[src/rtl/jtag_pkg.sv]
// Shared JTAG/DMI types: TAP state encoding, DMI opcodes and DTM instruction encodings.
package jtag_pkg;

    typedef enum logic [3:0] {
        TestLogicReset,
        RunTestIdle,
        SelectDrScan,
        CaptureDr,
        ShiftDr,
        Exit1Dr,
        PauseDr,
        Exit2Dr,
        UpdateDr,
        SelectIrScan,
        CaptureIr,
        ShiftIr,
        Exit1Ir,
        PauseIr,
        Exit2Ir,
        UpdateIr
    } jtag_state_t;

    typedef enum logic [1:0] {
        DmiNop   = 2'd0,
        DmiRead  = 2'd1,
        DmiWrite = 2'd2,
        DmiBusy  = 2'd3
    } dmi_op_t;

    typedef enum logic [1:0] {
        SelBypass,
        SelIdcode,
        SelDtmcs,
        SelDmi
    } dr_sel_t;

    localparam logic [31:0] IR_IDCODE = 32'h0000_0001;
    localparam logic [31:0] IR_DTMCS  = 32'h0000_0010;
    localparam logic [31:0] IR_DMI    = 32'h0000_0011;

    // BYPASS is all ones across whatever IR width the TAP is built with.
    function automatic logic [31:0] ir_bypass(input int unsigned width);
        return (width >= 32) ? 32'hFFFF_FFFF : ((32'h1 << width) - 32'h1);
    endfunction

endpackage

[src/rtl/dtm_jtag_dmi_if.sv]
// DMI request/response channel between the debug transport module and the debug module.
interface dtm_jtag_dmi_if #(
    parameter int unsigned ABITS = 7
);
    logic             dmi_req_valid;
    logic             dmi_req_ready;
    logic [ABITS-1:0] dmi_req_addr;
    logic [31:0]      dmi_req_data;
    logic [1:0]       dmi_req_op;
    logic             dmi_resp_valid;
    logic             dmi_resp_ready;
    logic [31:0]      dmi_resp_data;
    logic [1:0]       dmi_resp_op;

    modport master (
        output dmi_req_valid, dmi_req_addr, dmi_req_data, dmi_req_op, dmi_resp_ready,
        input  dmi_req_ready, dmi_resp_valid, dmi_resp_data, dmi_resp_op
    );

    modport slave (
        input  dmi_req_valid, dmi_req_addr, dmi_req_data, dmi_req_op, dmi_resp_ready,
        output dmi_req_ready, dmi_resp_valid, dmi_resp_data, dmi_resp_op
    );
endinterface

[src/rtl/jtag_tap_fsm.sv]
// IEEE 1149.1 TAP controller state machine; synchronous active-high reset to TestLogicReset.
module jtag_tap_fsm
    import jtag_pkg::*;
(
    input  logic        tclk,
    input  logic        trst,
    input  logic        tms,
    output jtag_state_t state
);

    jtag_state_t state_q, state_d;

    always_ff @(posedge tclk) begin
        if (trst) begin
            state_q <= TestLogicReset;
        end else begin
            state_q <= state_d;
        end
    end

    always_comb begin
        state_d = state_q;
        case (state_q)
            TestLogicReset: state_d = tms ? TestLogicReset : RunTestIdle;
            RunTestIdle:    state_d = tms ? SelectDrScan   : RunTestIdle;
            SelectDrScan:   state_d = tms ? SelectIrScan   : CaptureDr;
            CaptureDr:      state_d = tms ? Exit1Dr        : ShiftDr;
            ShiftDr:        state_d = tms ? Exit1Dr        : ShiftDr;
            Exit1Dr:        state_d = tms ? UpdateDr       : PauseDr;
            PauseDr:        state_d = tms ? Exit2Dr        : PauseDr;
            Exit2Dr:        state_d = tms ? UpdateDr       : ShiftDr;
            UpdateDr:       state_d = tms ? SelectDrScan   : RunTestIdle;
            SelectIrScan:   state_d = tms ? TestLogicReset : CaptureIr;
            CaptureIr:      state_d = tms ? Exit1Ir        : ShiftIr;
            ShiftIr:        state_d = tms ? Exit1Ir        : ShiftIr;
            Exit1Ir:        state_d = tms ? UpdateIr       : PauseIr;
            PauseIr:        state_d = tms ? Exit2Ir        : PauseIr;
            Exit2Ir:        state_d = tms ? UpdateIr       : ShiftIr;
            UpdateIr:       state_d = tms ? SelectDrScan   : RunTestIdle;
            default:        state_d = TestLogicReset;
        endcase
    end

    always_comb begin
        state = state_q;
    end

endmodule

[src/rtl/dtm_jtag_dmi.sv]
// RISC-V debug transport module: TAP, IR, IDCODE/BYPASS/DTMCS/DMI data registers and
// the valid/ready DMI request/response handshake, all in the tclk domain.
module dtm_jtag_dmi
    import jtag_pkg::*;
#(
    parameter int unsigned IR_WIDTH     = 5,
    parameter logic [31:0] IDCODE_VALUE = 32'h1BEEF001,
    parameter int unsigned ABITS        = 7,
    parameter int unsigned DMI_IDLE     = 1
) (
    input  logic           tclk,
    input  logic           trst,
    input  logic           tms,
    input  logic           tdi,
    output logic           tdo,
    output logic           tdo_en,
    dtm_jtag_dmi_if.master dmi
);

    localparam int unsigned DrWidth = ABITS + 34;
    localparam logic [IR_WIDTH-1:0] IrIdcode = IR_WIDTH'(IR_IDCODE);
    localparam logic [IR_WIDTH-1:0] IrDtmcs  = IR_WIDTH'(IR_DTMCS);
    localparam logic [IR_WIDTH-1:0] IrDmi    = IR_WIDTH'(IR_DMI);
    localparam logic [IR_WIDTH-1:0] IrBypass = IR_WIDTH'(ir_bypass(IR_WIDTH));

    jtag_state_t state;

    logic [IR_WIDTH-1:0] ir_q, ir_d, ir_sr_q, ir_sr_d;
    logic [DrWidth-1:0]  dr_sr_q, dr_sr_d;
    logic                tdo_q;
    logic                pending_q, pending_d;
    logic                req_valid_q, req_valid_d;
    logic                resp_ready_q, resp_ready_d;
    logic                discard_q, discard_d;
    logic [1:0]          sticky_q, sticky_d;
    logic [ABITS-1:0]    last_addr_q, last_addr_d;
    logic [31:0]         last_data_q, last_data_d;
    logic [ABITS-1:0]    req_addr_q, req_addr_d;
    logic [31:0]         req_data_q, req_data_d;
    dmi_op_t             req_op_q, req_op_d;

    dr_sel_t             dr_sel;
    logic                resp_fire, resp_take, accept;
    logic                pending_eff;
    logic [1:0]          sticky_eff;
    logic [31:0]         last_data_eff;
    dmi_op_t             upd_op;

    jtag_tap_fsm u_tap_fsm (
        .tclk  (tclk),
        .trst  (trst),
        .tms   (tms),
        .state (state)
    );

    always_comb begin
        case (ir_q)
            IrIdcode: dr_sel = SelIdcode;
            IrDtmcs:  dr_sel = SelDtmcs;
            IrDmi:    dr_sel = SelDmi;
            IrBypass: dr_sel = SelBypass;
            default:  dr_sel = SelBypass;
        endcase
    end

    // A response landing on the same edge as a capture is folded in first, so the capture
    // reports the freshly returned data and sticky status.
    always_comb begin
        accept        = req_valid_q & dmi.dmi_req_ready;
        resp_fire     = resp_ready_q & dmi.dmi_resp_valid;
        resp_take     = resp_fire & ~discard_q;
        pending_eff   = pending_q & ~resp_take;
        last_data_eff = resp_take ? dmi.dmi_resp_data : last_data_q;
        sticky_eff    = sticky_q;
        if (resp_take && sticky_q == 2'd0 && dmi.dmi_resp_op[1]) begin
            sticky_eff = dmi.dmi_resp_op;
        end
        upd_op = dmi_op_t'(dr_sr_q[1:0]);
    end

    always_comb begin
        ir_d         = ir_q;
        ir_sr_d      = ir_sr_q;
        dr_sr_d      = dr_sr_q;
        pending_d    = pending_eff;
        sticky_d     = sticky_eff;
        last_data_d  = last_data_eff;
        last_addr_d  = last_addr_q;
        req_valid_d  = req_valid_q;
        resp_ready_d = resp_ready_q;
        discard_d    = discard_q;
        req_addr_d   = req_addr_q;
        req_data_d   = req_data_q;
        req_op_d     = req_op_q;

        if (accept) begin
            req_valid_d  = 1'b0;
            resp_ready_d = 1'b1;
        end
        if (resp_fire) begin
            resp_ready_d = 1'b0;
            discard_d    = 1'b0;
        end

        case (state)
            TestLogicReset: ir_d = IrIdcode;
            CaptureIr:      ir_sr_d = IR_WIDTH'(2'b01);
            ShiftIr:        ir_sr_d = {tdi, ir_sr_q[IR_WIDTH-1:1]};
            UpdateIr:       ir_d = ir_sr_q;
            CaptureDr: begin
                case (dr_sel)
                    SelIdcode: dr_sr_d = DrWidth'(IDCODE_VALUE);
                    SelDtmcs:  dr_sr_d = DrWidth'({14'b0, 2'b00, 1'b0, 3'(DMI_IDLE), sticky_eff,
                                                   6'(ABITS), 4'd1});
                    SelDmi: begin
                        if (pending_eff) begin
                            dr_sr_d = {last_addr_q, last_data_eff, 2'b11};
                            if (sticky_eff == 2'd0) begin
                                sticky_d = 2'd3;
                            end
                        end else begin
                            dr_sr_d = {last_addr_q, last_data_eff, sticky_eff};
                        end
                    end
                    default:   dr_sr_d = '0;
                endcase
            end
            ShiftDr: begin
                case (dr_sel)
                    SelIdcode, SelDtmcs: dr_sr_d = DrWidth'({tdi, dr_sr_q[31:1]});
                    SelDmi:              dr_sr_d = {tdi, dr_sr_q[DrWidth-1:1]};
                    default:             dr_sr_d = DrWidth'(tdi);
                endcase
            end
            UpdateDr: begin
                if (dr_sel == SelDtmcs) begin
                    if (dr_sr_q[17]) begin
                        // Abandon: a response already owed by the DM is swallowed when it arrives.
                        sticky_d    = 2'd0;
                        pending_d   = 1'b0;
                        req_valid_d = 1'b0;
                        discard_d   = resp_ready_d;
                    end else if (dr_sr_q[16]) begin
                        sticky_d = 2'd0;
                    end
                end else if (dr_sel == SelDmi) begin
                    if ((upd_op == DmiRead || upd_op == DmiWrite) && sticky_eff == 2'd0 &&
                        !pending_eff) begin
                        req_addr_d  = dr_sr_q[DrWidth-1:34];
                        req_data_d  = dr_sr_q[33:2];
                        req_op_d    = upd_op;
                        last_addr_d = dr_sr_q[DrWidth-1:34];
                        pending_d   = 1'b1;
                        req_valid_d = 1'b1;
                    end
                end
            end
            default: ;
        endcase
    end

    always_ff @(posedge tclk) begin
        if (trst) begin
            ir_q         <= IrIdcode;
            ir_sr_q      <= '0;
            dr_sr_q      <= '0;
            pending_q    <= 1'b0;
            req_valid_q  <= 1'b0;
            resp_ready_q <= 1'b0;
            discard_q    <= 1'b0;
            sticky_q     <= 2'd0;
            last_addr_q  <= '0;
            last_data_q  <= '0;
            req_addr_q   <= '0;
            req_data_q   <= '0;
            req_op_q     <= DmiNop;
        end else begin
            ir_q         <= ir_d;
            ir_sr_q      <= ir_sr_d;
            dr_sr_q      <= dr_sr_d;
            pending_q    <= pending_d;
            req_valid_q  <= req_valid_d;
            resp_ready_q <= resp_ready_d;
            discard_q    <= discard_d;
            sticky_q     <= sticky_d;
            last_addr_q  <= last_addr_d;
            last_data_q  <= last_data_d;
            req_addr_q   <= req_addr_d;
            req_data_q   <= req_data_d;
            req_op_q     <= req_op_d;
        end
    end

    always_ff @(negedge tclk) begin
        if (trst) begin
            tdo_q <= 1'b0;
        end else if (state == ShiftIr) begin
            tdo_q <= ir_sr_q[0];
        end else if (state == ShiftDr) begin
            tdo_q <= dr_sr_q[0];
        end else begin
            tdo_q <= 1'b0;
        end
    end

    assign tdo    = tdo_q;
    assign tdo_en = (state == ShiftDr) || (state == ShiftIr);

    assign dmi.dmi_req_valid  = req_valid_q;
    assign dmi.dmi_req_addr   = req_addr_q;
    assign dmi.dmi_req_data   = req_data_q;
    assign dmi.dmi_req_op     = req_op_q;
    assign dmi.dmi_resp_ready = resp_ready_q;

endmodule

[src/flat_wrapper.sv]
// flat-port wrapper written by rule: the top's interface ports become plain ports
module dtm_jtag_dmi_flat import jtag_pkg::*;
#(
    parameter int unsigned IR_WIDTH     = 5,
    parameter logic [31:0] IDCODE_VALUE = 32'h1BEEF001,
    parameter int unsigned ABITS        = 7,
    parameter int unsigned DMI_IDLE     = 1
)
  (tclk, trst, tms, tdi, tdo, tdo_en, dmi_dmi_req_valid, dmi_dmi_req_addr, dmi_dmi_req_data, dmi_dmi_req_op, dmi_dmi_resp_ready, dmi_dmi_req_ready, dmi_dmi_resp_valid, dmi_dmi_resp_data, dmi_dmi_resp_op);
  dtm_jtag_dmi_if #(.ABITS(ABITS)) dmi_i ();
  input  logic tclk;
  input  logic trst;
  input  logic tms;
  input  logic tdi;
  output logic tdo;
  output logic tdo_en;
  output wire logic [$bits(dmi_i.dmi_req_valid)-1:0] dmi_dmi_req_valid;
  output wire logic [$bits(dmi_i.dmi_req_addr)-1:0] dmi_dmi_req_addr;
  output wire logic [$bits(dmi_i.dmi_req_data)-1:0] dmi_dmi_req_data;
  output wire logic [$bits(dmi_i.dmi_req_op)-1:0] dmi_dmi_req_op;
  output wire logic [$bits(dmi_i.dmi_resp_ready)-1:0] dmi_dmi_resp_ready;
  input wire logic [$bits(dmi_i.dmi_req_ready)-1:0] dmi_dmi_req_ready;
  input wire logic [$bits(dmi_i.dmi_resp_valid)-1:0] dmi_dmi_resp_valid;
  input wire logic [$bits(dmi_i.dmi_resp_data)-1:0] dmi_dmi_resp_data;
  input wire logic [$bits(dmi_i.dmi_resp_op)-1:0] dmi_dmi_resp_op;
  assign dmi_dmi_req_valid = dmi_i.dmi_req_valid;
  assign dmi_dmi_req_addr = dmi_i.dmi_req_addr;
  assign dmi_dmi_req_data = dmi_i.dmi_req_data;
  assign dmi_dmi_req_op = dmi_i.dmi_req_op;
  assign dmi_dmi_resp_ready = dmi_i.dmi_resp_ready;
  assign dmi_i.dmi_req_ready = dmi_dmi_req_ready;
  assign dmi_i.dmi_resp_valid = dmi_dmi_resp_valid;
  assign dmi_i.dmi_resp_data = dmi_dmi_resp_data;
  assign dmi_i.dmi_resp_op = dmi_dmi_resp_op;
  dtm_jtag_dmi #(.IR_WIDTH(IR_WIDTH), .IDCODE_VALUE(IDCODE_VALUE), .ABITS(ABITS), .DMI_IDLE(DMI_IDLE)) u_core (.tclk(tclk), .trst(trst), .tms(tms), .tdi(tdi), .tdo(tdo), .tdo_en(tdo_en), .dmi(dmi_i));
endmodule
[config.mk]
export PLATFORM = sky130hd
export DESIGN_NAME = dtm_jtag_dmi_flat
export DESIGN_NICKNAME = d
export VERILOG_FILES = /design/src/rtl/jtag_pkg.sv /design/src/rtl/dtm_jtag_dmi_if.sv /design/src/rtl/jtag_tap_fsm.sv /design/src/rtl/dtm_jtag_dmi.sv /design/src/flat_wrapper.sv
export SDC_FILE = /design/constraint.sdc
export NUM_CORES = 1
export LEC_CHECK = 0
export CORE_MARGIN = 2
export CORE_UTILIZATION = 51
export CTS_BUF_LIST = sky130_fd_sc_hd__clkbuf_8
export DETAILED_ROUTE_END_ITERATION = 10
export PLACE_DENSITY = 0.77
export SLEW_MARGIN = 20
export SYNTH_ARGS = -nofsm -noshare
export SYNTH_HDL_FRONTEND = slang
export SYNTH_HIERARCHICAL = 1
export SYNTH_SLANG_ARGS = --single-unit
[constraint.sdc]
create_clock -name tclk -period 2.2 [get_ports tclk]
set_input_delay 0.55 -clock tclk [delete_from_list [all_inputs] [get_ports tclk]]
set_output_delay 0.55 -clock tclk [all_outputs]
set_load 0.01 [all_outputs]
# == After elaboration in Yosys (flattened, before gate mapping) ==
# Index checks and enable logic that the tools add are counted.
# classes
add_sub_neg,0
n_mul,0
div,0
n_lt_le_gt_ge,0
eq_ne,23
n_shift,0
n_mux,48
bitwise_logic,7
reduce_logical,18
# op_table
op,n
41-bit one-hot mux with 2 select lines,2
41-bit one-hot mux with 3 select lines,1
4-bit one-hot mux with 12 select lines,1
"4-bit equality test, second input constant",8
32-bit two-way mux,1
1-bit two-way mux,22
2-bit two-way mux,11
5-bit one-hot mux with 2 select lines,2
"4-bit by 3-bit equality test with 1-bit output, second input constant",4
4-bit two-way mux,4
"5-bit equality test, second input constant",2
"4-bit by 2-bit equality test with 1-bit output, second input constant",2
"2-bit equality test, second input constant",3
3-bit two-way mux,2
2-bit one-hot mux with 3 select lines,1
2-bit nonzero test,3
2-bit OR reduction,3
"5-bit by 1-bit equality test with 1-bit output, second input constant",1
1-bit AND,4
"2-bit by 1-bit equality test with 1-bit output, second input constant",2
"4-bit by 1-bit equality test with 1-bit output, second input constant",1
1-bit logical AND,4
2-bit logical NOT,2
4-bit logical NOT,1
other kinds (6),9
# totals
register_bits,135
latchBits,0
ramBits,0
mem_bits_ro,0
inputBits,40
output_inout_bits,45
elab_cells,110
memories,0

# == Longest topological paths before layout ==
# logic_depth
word_depth,12
mapped_depth,9
depth_no_buf,7

# == By module ==
# Netlist, hierarchy kept.
# by_module_without_submodules
mod,n_inst,cells_per_inst,area_per_inst_um2,seq_area_each_um2
dtm_jtag_dmi,1,640,5587.9,2622.5
jtag_tap_fsm,1,39,331.6,80.1

==> out/results.md <==
| Parameter | Reported | Unit |
| --- | --- | --- |
| Run status | complete, but fails checks | - |
| Violations in the final reports | setup timing | - |
| Worst setup EP type | output port | - |
| List of most frequent post-synthesis cells | sky130_fd_sc_hd__dfxtp_1, sky130_fd_sc_hd__nand3_1, sky130_fd_sc_hd__a21oi_1 | - |
| Final Power | 5.24 | mW |
| Area share of the largest cell type after synthesis | 45.7 | % |
| Core footprint | 0.0114 | mm² |
| Launch instance of the worst min-delay path | trst | - |
| DRC | 0 | - |
| Count of synthesis-stage warnings from yosys | 6 | - |
| Initial antenna violation count | 0 | - |
| Maximum number of pins on one net before global-route repair | 95 | - |
| Type of the most critical hold path | in2reg | - |
| Area leader, netlist | sky130_fd_sc_hd__dfxtp_1 | - |
| Normalized max-slew margin | 33.7 | % |
| Starting density of the core | 52.1 | % |
| Crit path DAT | 1960 | ps |
| Net switching power | 1.18 | mW |
| Most numerous cell in the Yosys netlist | sky130_fd_sc_hd__dfxtp_1 | - |
| Num CTS Buffers | 17 | - |
| Worst hold path depth | 3 | - |
| Synth Flop Type | sky130_fd_sc_hd__dfxtp_1 | - |
| Final net count | 811 | - |
| End of the worst hold path | u_core/last_data_q[24] | - |
| Share of total power in sequential cells | 47.5 | % |
| Setup repair after global routing missed its margin | true | - |
| Number of inserted diodes | 0 | - |
| Routed wire length per instance | 17.8 | µm |
| Avg Inst Size Synth | 8.72 | µm² |
| Endpoint of the worst-slack reg-to-reg timing path | u_core/tdo | - |
| Synthesized net count | 721 | - |
| Count of vias placed by the detailed router | 5547 | - |
| Post-route insts no fill | 925 | - |
| Max-cap violations | 0 | - |
| Number of vias per cell | 6.00 | - |
| Finish-stage setup viols | 1 | - |
| Final worst setup slack | -308 | ps |
| Top delay family on crit path | flip-flops | - |
| Vias in the first global route | 5460 | - |
| Number of placed instances with taps included | 892 | - |
| # port buffers | 84 | - |
| Setup Crit Path Kind | reg2out | - |
| Clock sink count | 135 | - |
| Growth of design area from synthesis to finish | 27.8 | % |
| Leftover overflow at the end of global routing | 0 | - |
| Transition time of the tightest slew-check pin | 995 | ps |
| Number of hold buffers added after CTS | 0 | - |
| Cell at the slowest stage of the critical path | sky130_fd_sc_hd__dfxtp_1 | - |
| VDD IR max | 0.452 | mV |
| Register-to-register setup slack | 70 | ps |
| Final-report max-slew violation count | 0 | - |
| Worst-case clock skew | 9.42 | ps |
| Share of final-layout standard cells stronger than drive strength 1 | 15.2 | % |
| Switching share of power | 22.5 | % |
| I/O pin total | 85 | - |
| Clock insertion delay at the later pin of the skew report | 450 | ps |
| First-pass GRT wire length | 26900 | µm |
| Routed Wire Length | 16400 | µm |
| TritonCTS clock tree | built | - |
| DRT antenna net count | 0 | - |
| Routability-driven placement congestion ratio | 0.887 | - |
| Clock Power Share | 47.4 | % |
| Combinational share of power | 5.1 | % |
| Floorplan die area | 0.0125 | mm² |
| Post-detail-place hpwl | 10900 | µm |
| WP data required | 1650 | ps |
| Post-synthesis cell type count | 62 | - |
| Total Routing Usage GR | 26.4 | % |
| Cell types occupying the most area after synthesis | sky130_fd_sc_hd__dfxtp_1, sky130_fd_sc_hd__nand3_1, sky130_fd_sc_hd__a21oi_1, sky130_fd_sc_hd__o21ai_0, sky130_fd_sc_hd__mux2i_1 | - |
| Fin Setup TNS | -308 | ps |
| Number of standard cells after synthesis | 679 | - |
| Maximum buffer depth of the clock tree | 2 | - |
| Post-synth EDFFs | 0 | - |
| Post-synthesis instance area | 0.00592 | mm² |
| Internal Power | 4.06 | mW |
| Worst reg2reg startpoint | u_core/u_tap_fsm/state[0] | - |
| Reg2reg path depth | 3 | - |
| Root Driver | sky130_fd_sc_hd__clkbuf_8 | - |
| Starting DRT DRC Count | 486 | - |
| Clock transition time at the flip-flop clock pins of the worst setup and hold paths | 70 | ps |
| Crit path largest cell delay | 290 | ps |
| Cell-by-cell listing of the critical path | buf_2 | - |
| Post-Place Setup Slack | -258 | ps |
| Number of buffers and inverters on the critical path | 1 | - |
| First drt pass iteration count | 7 | - |
| CP max FO | 1 | - |
| Standby leakage power | 2.79 | nW |
| Cell Rows | 39 | - |
| Part of the Yosys area used for sequential elements | 45.7 | % |
| Kind of start point of the critical path | flop | - |
| Height of the die | 112 | µm |
| Max H-tree Level | 4 | - |
| Horizontal extent of the die | 112 | µm |
| Cell area power density | 693 | mW/mm² |
| Asr flop ratio synth | 0 | % |
| Count of endpoints failing hold in the final timing report | 0 | - |
| Count of state elements after synthesis | 135 | - |
==> worst max-delay path by stage <==
| stage | cells after the start | end | from |
|---|---|---|---|
| floorplan | 5 | u_core/tdo | u_core/u_tap_fsm/state[1] |
| global route | 1 | tdo | u_core/tdo |
| detailed placement | 1 | tdo | u_core/tdo |
| global placement | 1 | tdo | u_core/tdo |
| finish | 1 | tdo | u_core/tdo |
| CTS | 1 | tdo | u_core/tdo |
==> power groups by stage <==
stage / logic [mW] / clock network, mW / registers, mW
floorplan: 0.150 / 0.00569 / 2.54
detailed placement: 0.258 / 0.00569 / 2.55
global route: 0.289 / 2.62 / 2.49
finish: 0.269 / 2.48 / 2.49
global placement: 0.250 / 0.00569 / 2.55
CTS: 0.264 / 2.49 / 2.49
==> registers in the layout, indices dropped and copies added (netlist names) <==
name / flops
u_core/dr_sr_q: 41
u_core/tdo: 1
u_core/ir_q: 5
u_core/dmi.dmi_req_addr: 7
u_core/dmi.dmi_req_data: 32
u_core/last_data_q: 32
u_core/sticky_q: 2
u_core/pending_q: 1
u_core/dmi.dmi_resp_ready: 1
u_core/dmi.dmi_req_valid: 1
u_core/discard_q: 1
u_core/ir_sr_q: 5
u_core/dmi.dmi_req_op: 2
u_core/u_tap_fsm/state: 4
==> routing by layer <==
layer	global-route usage (%)	vias to the layer above	share of wire, %
met4	11.4	0	2.6
li1	-	2640	-
met1	33.5	2592	42
met3	5.99	44	7.4
met5	0	-	0
met2	43.4	271	48
==> stage by stage <==
step	area [µm²]	hold slack (ps)	util, %
6_report	7570	469	66.5
5_1_grt	7570	461	66.5
4_1_cts	7550	445	66.4
3_5_place_dp	7070	466	62.1
3_3_place_gp	7070	449	62.1
2_1_floorplan	5960	440	-
==> worst register-to-register path: stages (launching register included) <==
cell	delay, ps
sky130_fd_sc_hd__dfxtp_1	430
sky130_fd_sc_hd__buf_4	230
sky130_fd_sc_hd__a32oi_1	130
sky130_fd_sc_hd__nor2_1	170
==> kinds of logic (layout without fill, tap and decap cells) <==
group / count (synthesis) / after routing / share of synthesized area [%]
buffers and inverters: 77 / 180 / 6.30
AO/OA/AOI/OAI: 215 / 215 / 22.6
flip-flops: 135 / 135 / 45.7
multiplexers: 33 / 33 / 5.64
XOR/XNOR: 2 / 2 / 0.296
adder cells (fa/ha/maj): 2 / 2 / 0.423
AND/OR/NAND/NOR: 215 / 215 / 19.1
==> layout make-up <==
type | instances | area, µm²
sequential | 135 | 2710
clock buffer | 17 | 234
fill | 928 | 3800
timing repair buffer | 134 | 1270
tap | 143 | 179
clock inverter | 16 | 253
multi-input combinational | 467 | 2880
inverter | 13 | 48.8
==> cells in the final DEF (no fill, tap or decap), types with 10 or more instances in the layout <==
cell type / Yosys / layout
sky130_fd_sc_hd__nand3_1: 71 / 71
sky130_fd_sc_hd__a21oi_1: 63 / 63
sky130_fd_sc_hd__o22ai_1: 10 / 10
sky130_fd_sc_hd__nand2_1: 38 / 38
sky130_fd_sc_hd__dfxtp_1: 135 / 133
sky130_fd_sc_hd__a22o_1: 10 / 10
sky130_fd_sc_hd__clkbuf_8: 2 / 17
sky130_fd_sc_hd__buf_4: 0 / 44
sky130_fd_sc_hd__inv_1: 13 / 14
sky130_fd_sc_hd__or2_2: 13 / 13
sky130_fd_sc_hd__nor2_1: 44 / 43
sky130_fd_sc_hd__o21ai_0: 62 / 62
sky130_fd_sc_hd__a31oi_1: 21 / 21
sky130_fd_sc_hd__mux2i_1: 30 / 30
sky130_fd_sc_hd__clkdlybuf4s50_1: 0 / 81
sky130_fd_sc_hd__nand3b_1: 12 / 12
==> timing repair <==
action | in CTS | in global routing
cloned | 0 | 0
gates resized for setup | 11 | 3
buffers inserted | 1 | 0
setup endpoints to repair | 2 | 22
Note: power is estimated with default switching activity, not from simulation.
